$ cat src/rtl/reset_sequencer.sv
// Reset sequencer: synchronizes the release of the pin reset, stretches it,
// then releases a set of active-low reset outputs one at a time in order.
// Also restarts the stretch/release sequence on a software request in RUN,
// records the cause of the last reset and counts software resets.
module reset_sequencer #(
    parameter int unsigned SYNC_STAGES    = 2,
    parameter int unsigned STRETCH_CYCLES = 16,
    parameter int unsigned NUM_OUTS       = 3,
    parameter int unsigned STEP_CYCLES    = 4
) (
    input  logic                clk,
    input  logic                rst,
    input  logic                sw_rst_req,
    output logic [NUM_OUTS-1:0] rst_out_n,
    output logic                ready,
    output logic [1:0]          rst_cause,
    output logic [7:0]          sw_rst_cnt
);

    localparam int unsigned CNT_MAX = (STRETCH_CYCLES > STEP_CYCLES) ? STRETCH_CYCLES : STEP_CYCLES;
    localparam int unsigned CNT_W   = $clog2(CNT_MAX + 1);

    localparam logic [1:0] CAUSE_PIN = 2'b01;
    localparam logic [1:0] CAUSE_SW  = 2'b10;

    typedef enum logic [1:0] {
        SYNC,
        STRETCH,
        RELEASE,
        RUN
    } state_t;

    logic [SYNC_STAGES-1:0] sync_q;
    logic                   rst_sync;

    state_t                 state, state_next;
    logic [CNT_W-1:0]       cnt, cnt_next;
    logic [NUM_OUTS-1:0]    out_next;
    logic                   ready_next;
    logic [1:0]             cause_next;
    logic [7:0]             sw_cnt_next;

    // Release synchronizer: async clear, shifts in ones once rst is released
    always_ff @(posedge clk or negedge rst) begin
        if (!rst) begin
            sync_q <= '0;
        end else begin
            sync_q <= {sync_q[SYNC_STAGES-2:0], 1'b1};
        end
    end

    assign rst_sync = sync_q[SYNC_STAGES-1];

    // State, counter and all registered outputs; async clear to reset values
    always_ff @(posedge clk or negedge rst) begin
        if (!rst) begin
            state      <= SYNC;
            cnt        <= '0;
            rst_out_n  <= '0;
            ready      <= 1'b0;
            rst_cause  <= CAUSE_PIN;
            sw_rst_cnt <= '0;
        end else begin
            state      <= state_next;
            cnt        <= cnt_next;
            rst_out_n  <= out_next;
            ready      <= ready_next;
            rst_cause  <= cause_next;
            sw_rst_cnt <= sw_cnt_next;
        end
    end

    // Next-state and next-output logic for the sequencing FSM
    always_comb begin
        state_next  = state;
        cnt_next    = cnt;
        out_next    = rst_out_n;
        cause_next  = rst_cause;
        sw_cnt_next = sw_rst_cnt;

        case (state)
            SYNC: begin
                // Leave on the same edge that rst_sync rises (the stage before
                // it is already high), so the stretch starts counting from there.
                if (rst_sync || sync_q[SYNC_STAGES-2]) begin
                    state_next = STRETCH;
                    cnt_next   = '0;
                end
            end

            STRETCH: begin
                if (cnt == CNT_W'(STRETCH_CYCLES - 1)) begin
                    state_next = RELEASE;
                    cnt_next   = '0;
                    out_next   = NUM_OUTS'(1);
                end else begin
                    cnt_next = cnt + CNT_W'(1);
                end
            end

            RELEASE: begin
                if (&rst_out_n) begin
                    state_next = RUN;
                end else if (cnt == CNT_W'(STEP_CYCLES - 1)) begin
                    cnt_next = '0;
                    out_next = (rst_out_n << 1) | NUM_OUTS'(1);
                end else begin
                    cnt_next = cnt + CNT_W'(1);
                end
            end

            RUN: begin
                if (sw_rst_req) begin
                    state_next = STRETCH;
                    cnt_next   = '0;
                    out_next   = '0;
                    cause_next = CAUSE_SW;
                    if (sw_rst_cnt != 8'hFF) begin
                        sw_cnt_next = sw_rst_cnt + 8'd1;
                    end
                end
            end

            default: begin
                state_next = SYNC;
                cnt_next   = '0;
                out_next   = '0;
            end
        endcase

        ready_next = (state_next == RUN);
    end

endmodule

$ cat config.mk
export PLATFORM = sky130hd
export DESIGN_NAME = reset_sequencer
export DESIGN_NICKNAME = d
export VERILOG_FILES = /design/src/rtl/reset_sequencer.sv
export SDC_FILE = /design/constraint.sdc
export NUM_CORES = 1
export LEC_CHECK = 0
export ABC_AREA = 0
export BUFFER_PORTS_ARGS = -buffer_cell sky130_fd_sc_hd__buf_2
export CAP_MARGIN = 20
export CORE_ASPECT_RATIO = 1.25
export CORE_MARGIN = 5
export CORE_UTILIZATION = 50
export DETAILED_ROUTE_END_ITERATION = 10
export HOLD_SLACK_MARGIN = 0.1
export PLACE_DENSITY = 0.78
export SLEW_MARGIN = 10
export SYNTH_ARGS = -nofsm -noshare
export SYNTH_HDL_FRONTEND = slang
export SYNTH_SLANG_ARGS = --single-unit
$ cat constraint.sdc
create_clock -name clk -period 3.1 [get_ports clk]
set_clock_uncertainty 0.05 [all_clocks]
set_input_delay 0.62 -clock clk [delete_from_list [all_inputs] [get_ports clk]]
set_output_delay 0.62 -clock clk [all_outputs]
set_load 0.01 [all_outputs]
==> run summary, run 1 <==
Status: completed
TritonCTS clock tree: yes
I/O Buffers: 16
Pint: 626 µW
Final setup fails: 0
H-tree Lvls: 1
Die Y: 65.2 µm
Remaining antenna violation count: 0
Syn_nets: 121
WL final: 2170 µm
Mapped Area: 1220 µm²
Switching Share: 41.0%
Die Wd: 54.2 µm
Min Tclk post-route: 2.15 ns
DIE AREA: 3530 µm²
Nature of the critical path endpoint: flip-flop
GR Layer Usage met2: 24.0%
Layout cells sized above 1: 22.0%
Hold Crit Class: primary input to async pin
Hold_buf cts: 0
Sequential share of power: 41.0%
Avg Cell Area, Syn: 11.2 µm²
Max Fclk: 465 MHz
Largest net degree at the start of global routing: 24
Ys Warns: 0
Clock tree sinks: 23
Clock tree buffer depth: 2
Cell taking the most area after synthesis: dfrtp_1
Period Utilization, post-route: 69.4%
LEAKAGE: 0.699 nW
Wire per inst: 13.6 µm
Starting density of the core: 51.3%
Global-route wire length before repair: 3850 µm
DR iter-0 viols: 41
IO Pins: 17
Clock share of power: 12.9%
RSZ-0062 raised after global routing: false
GR Overflow Total: 0
Worst-Skew Late Latency: 0.31 ns
Critical-path maximum fanout: 9
Slew Viols, Final: 0
Vias in the first global route: 863
Leading cell types by count after synthesis: dfrtp_1 (22), inv_1 (11), ha_1 (9)
# diodes: 0
DRT Pass-1 Iters: 4
Rows: 20
GRT Max-Usage Layer: met2
Fin worst setup slack: 0.950 ns
Post-Synthesis Cells: 109
Pre-CTS setup slack: 0.975 ns
Switching power: 435 µW
Met1 Usage GRT: 18.0%
Most common cell in the netlist: dfrtp_1
Synthesis-stage register bit count: 23
Top FF cell, synth: dfrtp_1
Cells resized by post-CTS repair: 0
Area growth from synthesis to layout: 10.3%
Pwr dens: 790 nW/µm²
Setup TNS: 0 ns
Critical path required time: 3.25 ns
Via/cell ratio: 5.56
Root Buffer: clkbuf_4
Sequential fraction of the synthesis area: 47.3%
Critical path arrival: 2.30 ns
Reg clk slew, reported paths: 0.12 ns
Post CTS Setup Buffer Count: 0
Via count: 889
Initial antenna violation count: 0
Grt met3 use: 2.95%
Total power draw: 1.06 mW
NumNets Final: 140
Global Route Usage Sum: 14.6%
HPWL after detailed placement: 1710 µm
CORE AREA: 2380 µm²
Worst VDD drop: 0.000412 V
Number of max-cap violations: 0
Top-area cell type share of the netlist area: 45.2%
Cell variety after synth: 39
Final hold violations: 0
Ranking of synthesized cells by area: dfrtp_1 (45%), ha_1 (9.2%), xor2_1 (4.3%)
CTS buffer count: 3
Number of flops mapped to enable cells by yosys: 0
DRC viols: 0
WS Path Type: flip-flop to flip-flop
Setup crit start kind: flip-flop
Logic pwr share: 46.2%
RD Place Congestion: 0.892
Post-synth ARST share: 100%
power groups by stage:
stage	registers [mW]	logic [mW]	clock network, mW
final	0.435	0.490	0.137
after CTS	0.434	0.490	0.144
after global routing	0.448	0.545	0.153
after floorplan	0.449	0.363	0
after global placement	0.436	0.471	0
after detailed placement	0.441	0.488	0
layer usage:
metal  share of wire, %  wire length (µm)
met1                 41               893
met2                 52              1140
met3                4.6               100
met4                1.7                37
met5                  0                 0
critical path: stages, from the launching register on:
cell and delay (ns):
dfrtp_1 0.44, inv_1 0.08, ha_1 0.33, and4_4 0.26, or3_1 0.49, a221o_1 0.40
final cells by class:
cell class | instances | area (µm²)
Fill cell | 205 | 1030
Clock buffer | 4 | 26.3
Multi-Input combinational cell | 73 | 578
Timing Repair Buffer | 16 | 80.1
Sequential cell | 23 | 577
Inverter | 11 | 41.3
Tap cell | 33 | 41.3
flip-flops by register name, indices dropped and copies added, names as in the netlist:
register    count
sw_rst_cnt      8
cnt             5
rst_out_n       3
rst_cause       2
state           2
sync_q          2
ready           1
per-stage QoR:
stage / area, µm² / utilization, % / instances / hold WS, ns
6_report: 1340 / 56.5 / 160 / 0.201
5_1_grt: 1340 / 56.5 / 160 / 0.236
4_1_cts: 1340 / 56.5 / 160 / 0.218
3_5_place_dp: 1320 / 55.4 / 156 / 0.341
3_3_place_gp: 1320 / 55.4 / 156 / 0.336
2_1_floorplan: 1220 / - / 109 / 0.274
final timing paths:
path                            from  slack (ns)      endpoint  cells after the start
min in group clk           sync_q[0]        0.37     sync_q[1]                      0
max                         state[0]        0.95        cnt[3]                      5
max reg2reg                 state[0]        0.95        cnt[3]                      5
max in group asynchronous        rst        2.45  rst_cause[0]                      1
min reg2reg                sync_q[0]        0.37     sync_q[1]                      0
min                              rst        0.20  rst_out_n[2]                      1
layout by cell type, fill, tap and decap left out, drive strengths merged:
| master | instances |
|---|---|
| o2bb2ai | 1 |
| a21boi | 1 |
| a21bo | 2 |
| and4 | 1 |
| or3 | 2 |
| xor2 | 6 |
| clkbuf | 4 |
| nor2b | 2 |
| a22oi | 1 |
| o311ai | 1 |
| nand2 | 5 |
| inv | 11 |
| o41ai | 1 |
| o21ai | 1 |
| a21oi | 2 |
| a22o | 1 |
| a32oi | 1 |
| nor3b | 1 |
| mux2i | 1 |
| and3 | 1 |
| or4b | 1 |
| a221o | 1 |
| o211ai | 1 |
| nor3 | 5 |
| a221oi | 1 |
| xnor2 | 1 |
| o31ai | 1 |
| nand3 | 6 |
| ha | 9 |
| mux2 | 2 |
| conb | 1 |
| nor2 | 7 |
| dfstp | 1 |
| a21o | 1 |
| buf | 16 |
| o21a | 2 |
| nand4 | 3 |
| dfrtp | 22 |
kinds of logic (layout without fill, tap and decap cells):
group	after synthesis	count (layout)	synth area share (%)
mux	3	3	2.67
buf+inv	13	31	5.24
fa+ha+maj	9	9	9.24
compound gates	19	19	14.3
other cells	1	1	0.308
xor+xnor	7	7	5.03
simple gates	34	34	15.9
flops	23	23	47.3
(Power assumes the default switching activity.)
==> inputs of run 2 (changes only) <==
- clock period: 3.1 -> 2.25 ns (I/O delays scaled with it)
==> run 2 against run 1 <==
Effect of this change: wire length down 0.23%; register-to-register slack worse by 0.73 ns; sequential cell count is the same; count of clock-buffer cells in the layout did not move; combinational power rose by 42%; clock power grew 39%; sequential power is 37% higher; non-clock buffer count increased by 4.
==> run summary, run 2 (same netlist as run 1, synthesis figures left out) <==
Status: completed (unchanged)
Worst R2R Setup Slack: 0.22 ns (was 0.95 ns)
Rows: 20 (unchanged)
Nature of the critical path endpoint: flip-flop (unchanged)
TritonCTS clock tree: yes (unchanged)
Hold_sp: sw_rst_req
Clock tree buffer depth: 2 (unchanged)
Clock tree sinks: 23 (unchanged)
Critical path arrival: 2.24 ns (was 2.30 ns)
Cells resized by post-CTS repair: 0 (unchanged)
Final setup fails: 0 (unchanged)
Fin worst setup slack: 0.217 ns (was 0.950 ns)
Non-Filler Instances: 164 (was 160)
Remaining antenna violation count: 0 (unchanged)
Hold Crit Class: primary input to flip-flop (was primary input to async pin)
Critical path required time: 2.45 ns (was 3.25 ns)
Via/cell ratio: 5.25 (was 5.56)
Wire per inst: 13.2 µm (was 13.6 µm)
CTS buffer count: 3 (unchanged)
Final hold violations: 0 (unchanged)
WS Path Type: flip-flop to flip-flop (unchanged)
Layout cells sized above 1: 23.7% (was 22.0%)
GR Overflow Total: 0 (unchanged)
Worst Reg2Reg Path Length in Cells: 6 (was 5)
Slew @ Worst Pin: 0.506 ns
Dpl cell area: 1340 µm² (was 1320 µm²)
Pwr dens: 1080 nW/µm² (was 790 nW/µm²)
Fin area: 1380 µm² (was 1340 µm²)
Vias in the first global route: 917 (was 863)
Min Tclk post-route: 2.03 ns (was 2.15 ns)
IO Pins: 17 (unchanged)
I/O Buffers: 16 (unchanged)
Via count: 861 (was 889)
LEAKAGE: 0.719 nW (was 0.699 nW)
DRT Pass-1 Iters: 4 (unchanged)
Worst VDD drop: 0.000789 V (was 0.000412 V)
DIE AREA: 3530 µm² (unchanged)
DR iter-0 viols: 35 (was 41)
Initial antenna violation count: 0 (unchanged)
Worst slew margin: 66.2%
Critical-path maximum fanout: 7 (was 9)
Top reg by flops: sw_rst_cnt (unchanged)
DRC viols: 0 (unchanged)
Worst r2r src: state[0] (unchanged)
Slew Viols, Final: 0 (unchanged)
Root Buffer: clkbuf_4 (unchanged)
Hold Path Sink: rst_cause[0]
Most common cell after layout, fill and taps aside: dfrtp_1 (unchanged)
Setup crit start kind: flip-flop (unchanged)
Final Util: 57.9% (was 56.5%)
Period Utilization, post-route: 90.4% (was 69.4%)
Most frequent cells in the layout: dfrtp_1 (22), buf_2 (16), inv_1 (11) (unchanged)
Max Fclk: 492 MHz (was 465 MHz)
HPWL after detailed placement: 1630 µm (was 1710 µm)
NumNets Final: 144 (was 140)
Biggest regs: sw_rst_cnt x8, cnt x5, rst_out_n x3 (unchanged)
Total power draw: 1.48 mW (was 1.06 mW)
H-tree Lvls: 1 (unchanged)
Pre-CTS setup slack: 0.247 ns (was 0.975 ns)
Die Y: 65.2 µm (unchanged)
CORE AREA: 2380 µm² (unchanged)
Starting density of the core: 51.3% (unchanged)
WL final: 2160 µm (was 2170 µm)
Die Wd: 54.2 µm (unchanged)
RD Place Congestion: 0.837 (was 0.892)
Max reg flops: 8 (unchanged)
Worst r2r dst: cnt[0] (was cnt[3])
RSZ-0062 raised after global routing: false (unchanged)
Setup TNS: 0 ns (unchanged)
Area growth from synthesis to layout: 12.9% (was 10.3%)
Dpl cells: 159 (was 156)
Largest net degree at the start of global routing: 24 (unchanged)
Hold path depth: 2
Worst-Skew Late Latency: 0.30 ns (was 0.31 ns)
Global Route Usage Sum: 14.5% (was 14.6%)
Reg clk slew, reported paths: 0.12 ns (about the same)
Number of max-cap violations: 0 (unchanged)
# diodes: 0 (unchanged)
Hold WS: 0.299 ns (was 0.201 ns)
Global-route wire length before repair: 3840 µm (was 3850 µm)
## run 2: report_power, final
part	internal, mW	switching, mW
logic	0.314	0.382
clock network	0.0691	0.121
registers	0.507	0.0910
## run 2: layout make-up
type                       instances  area, µm²
sequential                        23        577
clock buffer                       4       26.3
tap                               33       41.3
timing repair buffer              20        113
inverter                          11       41.3
multi-input combinational         73        578
fill                             193       1000
## run 2: worst max-delay path, cell delays in order (launching register included)
cell and delay [ns]:
dfrtp_1 0.45, inv_1 0.09, ha_1 0.26, nor3b_1 0.17
or3_1 0.51, nor3_4 0.27, mux2_2 0.19
## run 2: worst max path at each step
stage,from,to,slack [ns]
5_1_grt,state[1],cnt[3],0.08
3_5_place_dp,state[0],cnt[3],0.25
3_3_place_gp,state[0],cnt[3],0.33
6_report,state[0],cnt[0],0.22
2_1_floorplan,state[0],cnt[3],0.29
4_1_cts,state[0],cnt[0],0.22
## run 2: repair_timing
action / CTS / global route
endpoints found under the setup margin: 0 / 0
endpoints found under the hold margin: 22 / 0
setup buffers: 0 / 0
hold buffers: 1 / 0
## run 2: per-layer routing
layer | up-vias | wire (µm) | track usage (%)
li1 | 426 | - | -
met1 | 420 | 942 | 17.7
met2 | 13 | 1130 | 24.1
met3 | 2 | 71 | 2.04
met4 | 0 | 23 | 6.85
met5 | - | 0 | 0
==> inputs of run 3 (changes only) <==
- CORE_ASPECT_RATIO: 1.25 -> 0.75
==> run 3 against run 2 <==
Effect of this change: global-route usage up 1.5 points; utilization is 1.5 points higher; final area is 0.36% lower; sequential share of layout area increased by 0.15 points; critical endpoint is now cnt[3].
==> run summary, run 3 (same netlist as run 1, synthesis figures left out) <==
Status: completed (unchanged)
Global Route Usage Sum: 15.9% (was 14.5%)
Min Tclk post-route: 2.06 ns (was 2.03 ns)
Critical path arrival: 2.22 ns (was 2.24 ns)
CTS buffer count: 3 (unchanged)
Number of max-cap violations: 0 (unchanged)
Max reg flops: 8 (unchanged)
CORE AREA: 2310 µm² (was 2380 µm²)
WS Path Type: flip-flop to flip-flop (unchanged)
Remaining antenna violation count: 0 (unchanged)
Critical-path maximum fanout: 7 (unchanged)
Vias in the first global route: 903 (was 917)
Most common cell after layout, fill and taps aside: dfrtp_1 (unchanged)
Most frequent cells in the layout: dfrtp_1 (22), buf_2 (16), inv_1 (11) (unchanged)
Die Wd: 67.0 µm (was 54.2 µm)
Hold_buf cts: 1 (unchanged)
Dpl cells: 159 (unchanged)
TritonCTS clock tree: yes (unchanged)
Nature of the critical path endpoint: flip-flop (unchanged)
Cells resized by post-CTS repair: 0 (unchanged)
Pwr dens: 1090 nW/µm² (was 1080 nW/µm²)
Wire per inst: 14.2 µm (was 13.2 µm)
Period Utilization, post-route: 91.4% (was 90.4%)
NumNets Final: 143 (was 144)
Largest net degree at the start of global routing: 24 (unchanged)
RD Place Congestion: 0.881 (was 0.837)
Final hold violations: 0 (unchanged)
H-tree Lvls: 1 (unchanged)
Total power draw: 1.50 mW (was 1.48 mW)
Max Fclk: 486 MHz (was 492 MHz)
GR Overflow Total: 0 (unchanged)
Worst-Skew Late Latency: 0.32 ns (was 0.30 ns)
Final setup fails: 0 (unchanged)
DRT Pass-1 Iters: 4 (unchanged)
HPWL after detailed placement: 1790 µm (was 1630 µm)
LEAKAGE: 0.716 nW (was 0.719 nW)
Hold path depth: 2 (unchanged)
Biggest regs: sw_rst_cnt x8, cnt x5, rst_out_n x3 (unchanged)
Rows: 15 (was 20)
Via/cell ratio: 5.40 (was 5.25)
FILL cells: 199 (was 193)
Setup crit start kind: flip-flop (unchanged)
Hold_sp: sw_rst_req (unchanged)
Clock tree sinks: 23 (unchanged)
Worst r2r dst: cnt[3] (was cnt[0])
WL final: 2320 µm (was 2160 µm)
DIE AREA: 3530 µm² (about the same)
I/O Buffers: 16 (unchanged)
Top reg by flops: sw_rst_cnt (unchanged)
IO Pins: 17 (unchanged)
# diodes: 0 (unchanged)
DRC viols: 0 (unchanged)
Die Y: 52.8 µm (was 65.2 µm)
RSZ-0062 raised after global routing: false (unchanged)
Layout cells sized above 1: 23.8% (was 23.7%)
Worst r2r src: state[1] (was state[0])
Global-route wire length before repair: 4150 µm (was 3840 µm)
Hold Crit Class: primary input to flip-flop (unchanged)
Worst VDD drop: 0.000637 V (was 0.000789 V)
Hold WS: 0.299 ns (about the same)
Non-Filler Instances: 164 (unchanged)
Post CTS Setup Buffer Count: 0 (unchanged)
Reg clk slew, reported paths: 0.12 ns (about the same)
Slew Viols, Final: 0 (unchanged)
Area growth from synthesis to layout: 12.5% (was 12.9%)
Via count: 885 (was 861)
Initial antenna violation count: 0 (unchanged)
DR iter-0 viols: 25 (was 35)
Critical path required time: 2.41 ns (was 2.45 ns)
Clock tree buffer depth: 2 (unchanged)
Worst Reg2Reg Path Length in Cells: 6 (unchanged)
Root Buffer: clkbuf_4 (unchanged)
Worst R2R Setup Slack: 0.19 ns (was 0.22 ns)
Setup TNS: 0 ns (unchanged)
Hold Path Sink: rst_cause[0] (unchanged)
Starting density of the core: 52.8% (was 51.3%)
-- run 3: power by group --
group	internal, mW	switching [mW]
clock network	0.0667	0.128
logic	0.301	0.402
registers	0.507	0.0924
-- run 3: per-stage QoR --
step                      worst slack (ns)  utilization (%)  cell area [µm²]
final                                0.194             59.4             1370
after global routing                0.0587             59.4             1370
after CTS                            0.173             59.4             1370
after detailed placement             0.191             57.8             1330
after global placement               0.330             57.8             1330
after floorplan                      0.292                -             1220
-- run 3: area by class of cell --
| cell class | count | area, µm² | share of cell area (%) |
|---|---|---|---|
| clock buffer | 3 | 22.5 | 1.64 |
| clock inverter | 1 | 5.00 | 0.365 |
| inverter | 11 | 41.3 | 3.01 |
| multi-input combinational | 73 | 578 | 42.2 |
| sequential | 23 | 577 | 42.1 |
| tap | 34 | 42.5 | 3.10 |
| timing repair buffer | 19 | 105 | 7.66 |
-- run 3: worst max path at each step --
stage	cells past startpoint	slack (ns)	end	startpoint
floorplan	7	0.29	cnt[3]	state[0]
global placement	5	0.33	cnt[3]	state[0]
detailed placement	8	0.19	ready	cnt[0]
CTS	8	0.17	ready	cnt[0]
global route	8	0.06	ready	cnt[0]
finish	6	0.19	cnt[3]	state[1]
-- run 3: metal layers --
layer / track usage, % / part of all wire (%)
met5: 0 / 0
met4: 6.40 / 1.7
met3: 4.29 / 3.4
met2: 25.1 / 45
met1: 20.6 / 50
-- run 3: worst max-delay path: stages, from the launching register on --
cell     delay [ns]
dfrtp_1        0.44
inv_1          0.13
ha_1           0.26
nor3b_1        0.31
or3_1          0.35
nor3_4         0.09
a221o_1        0.32
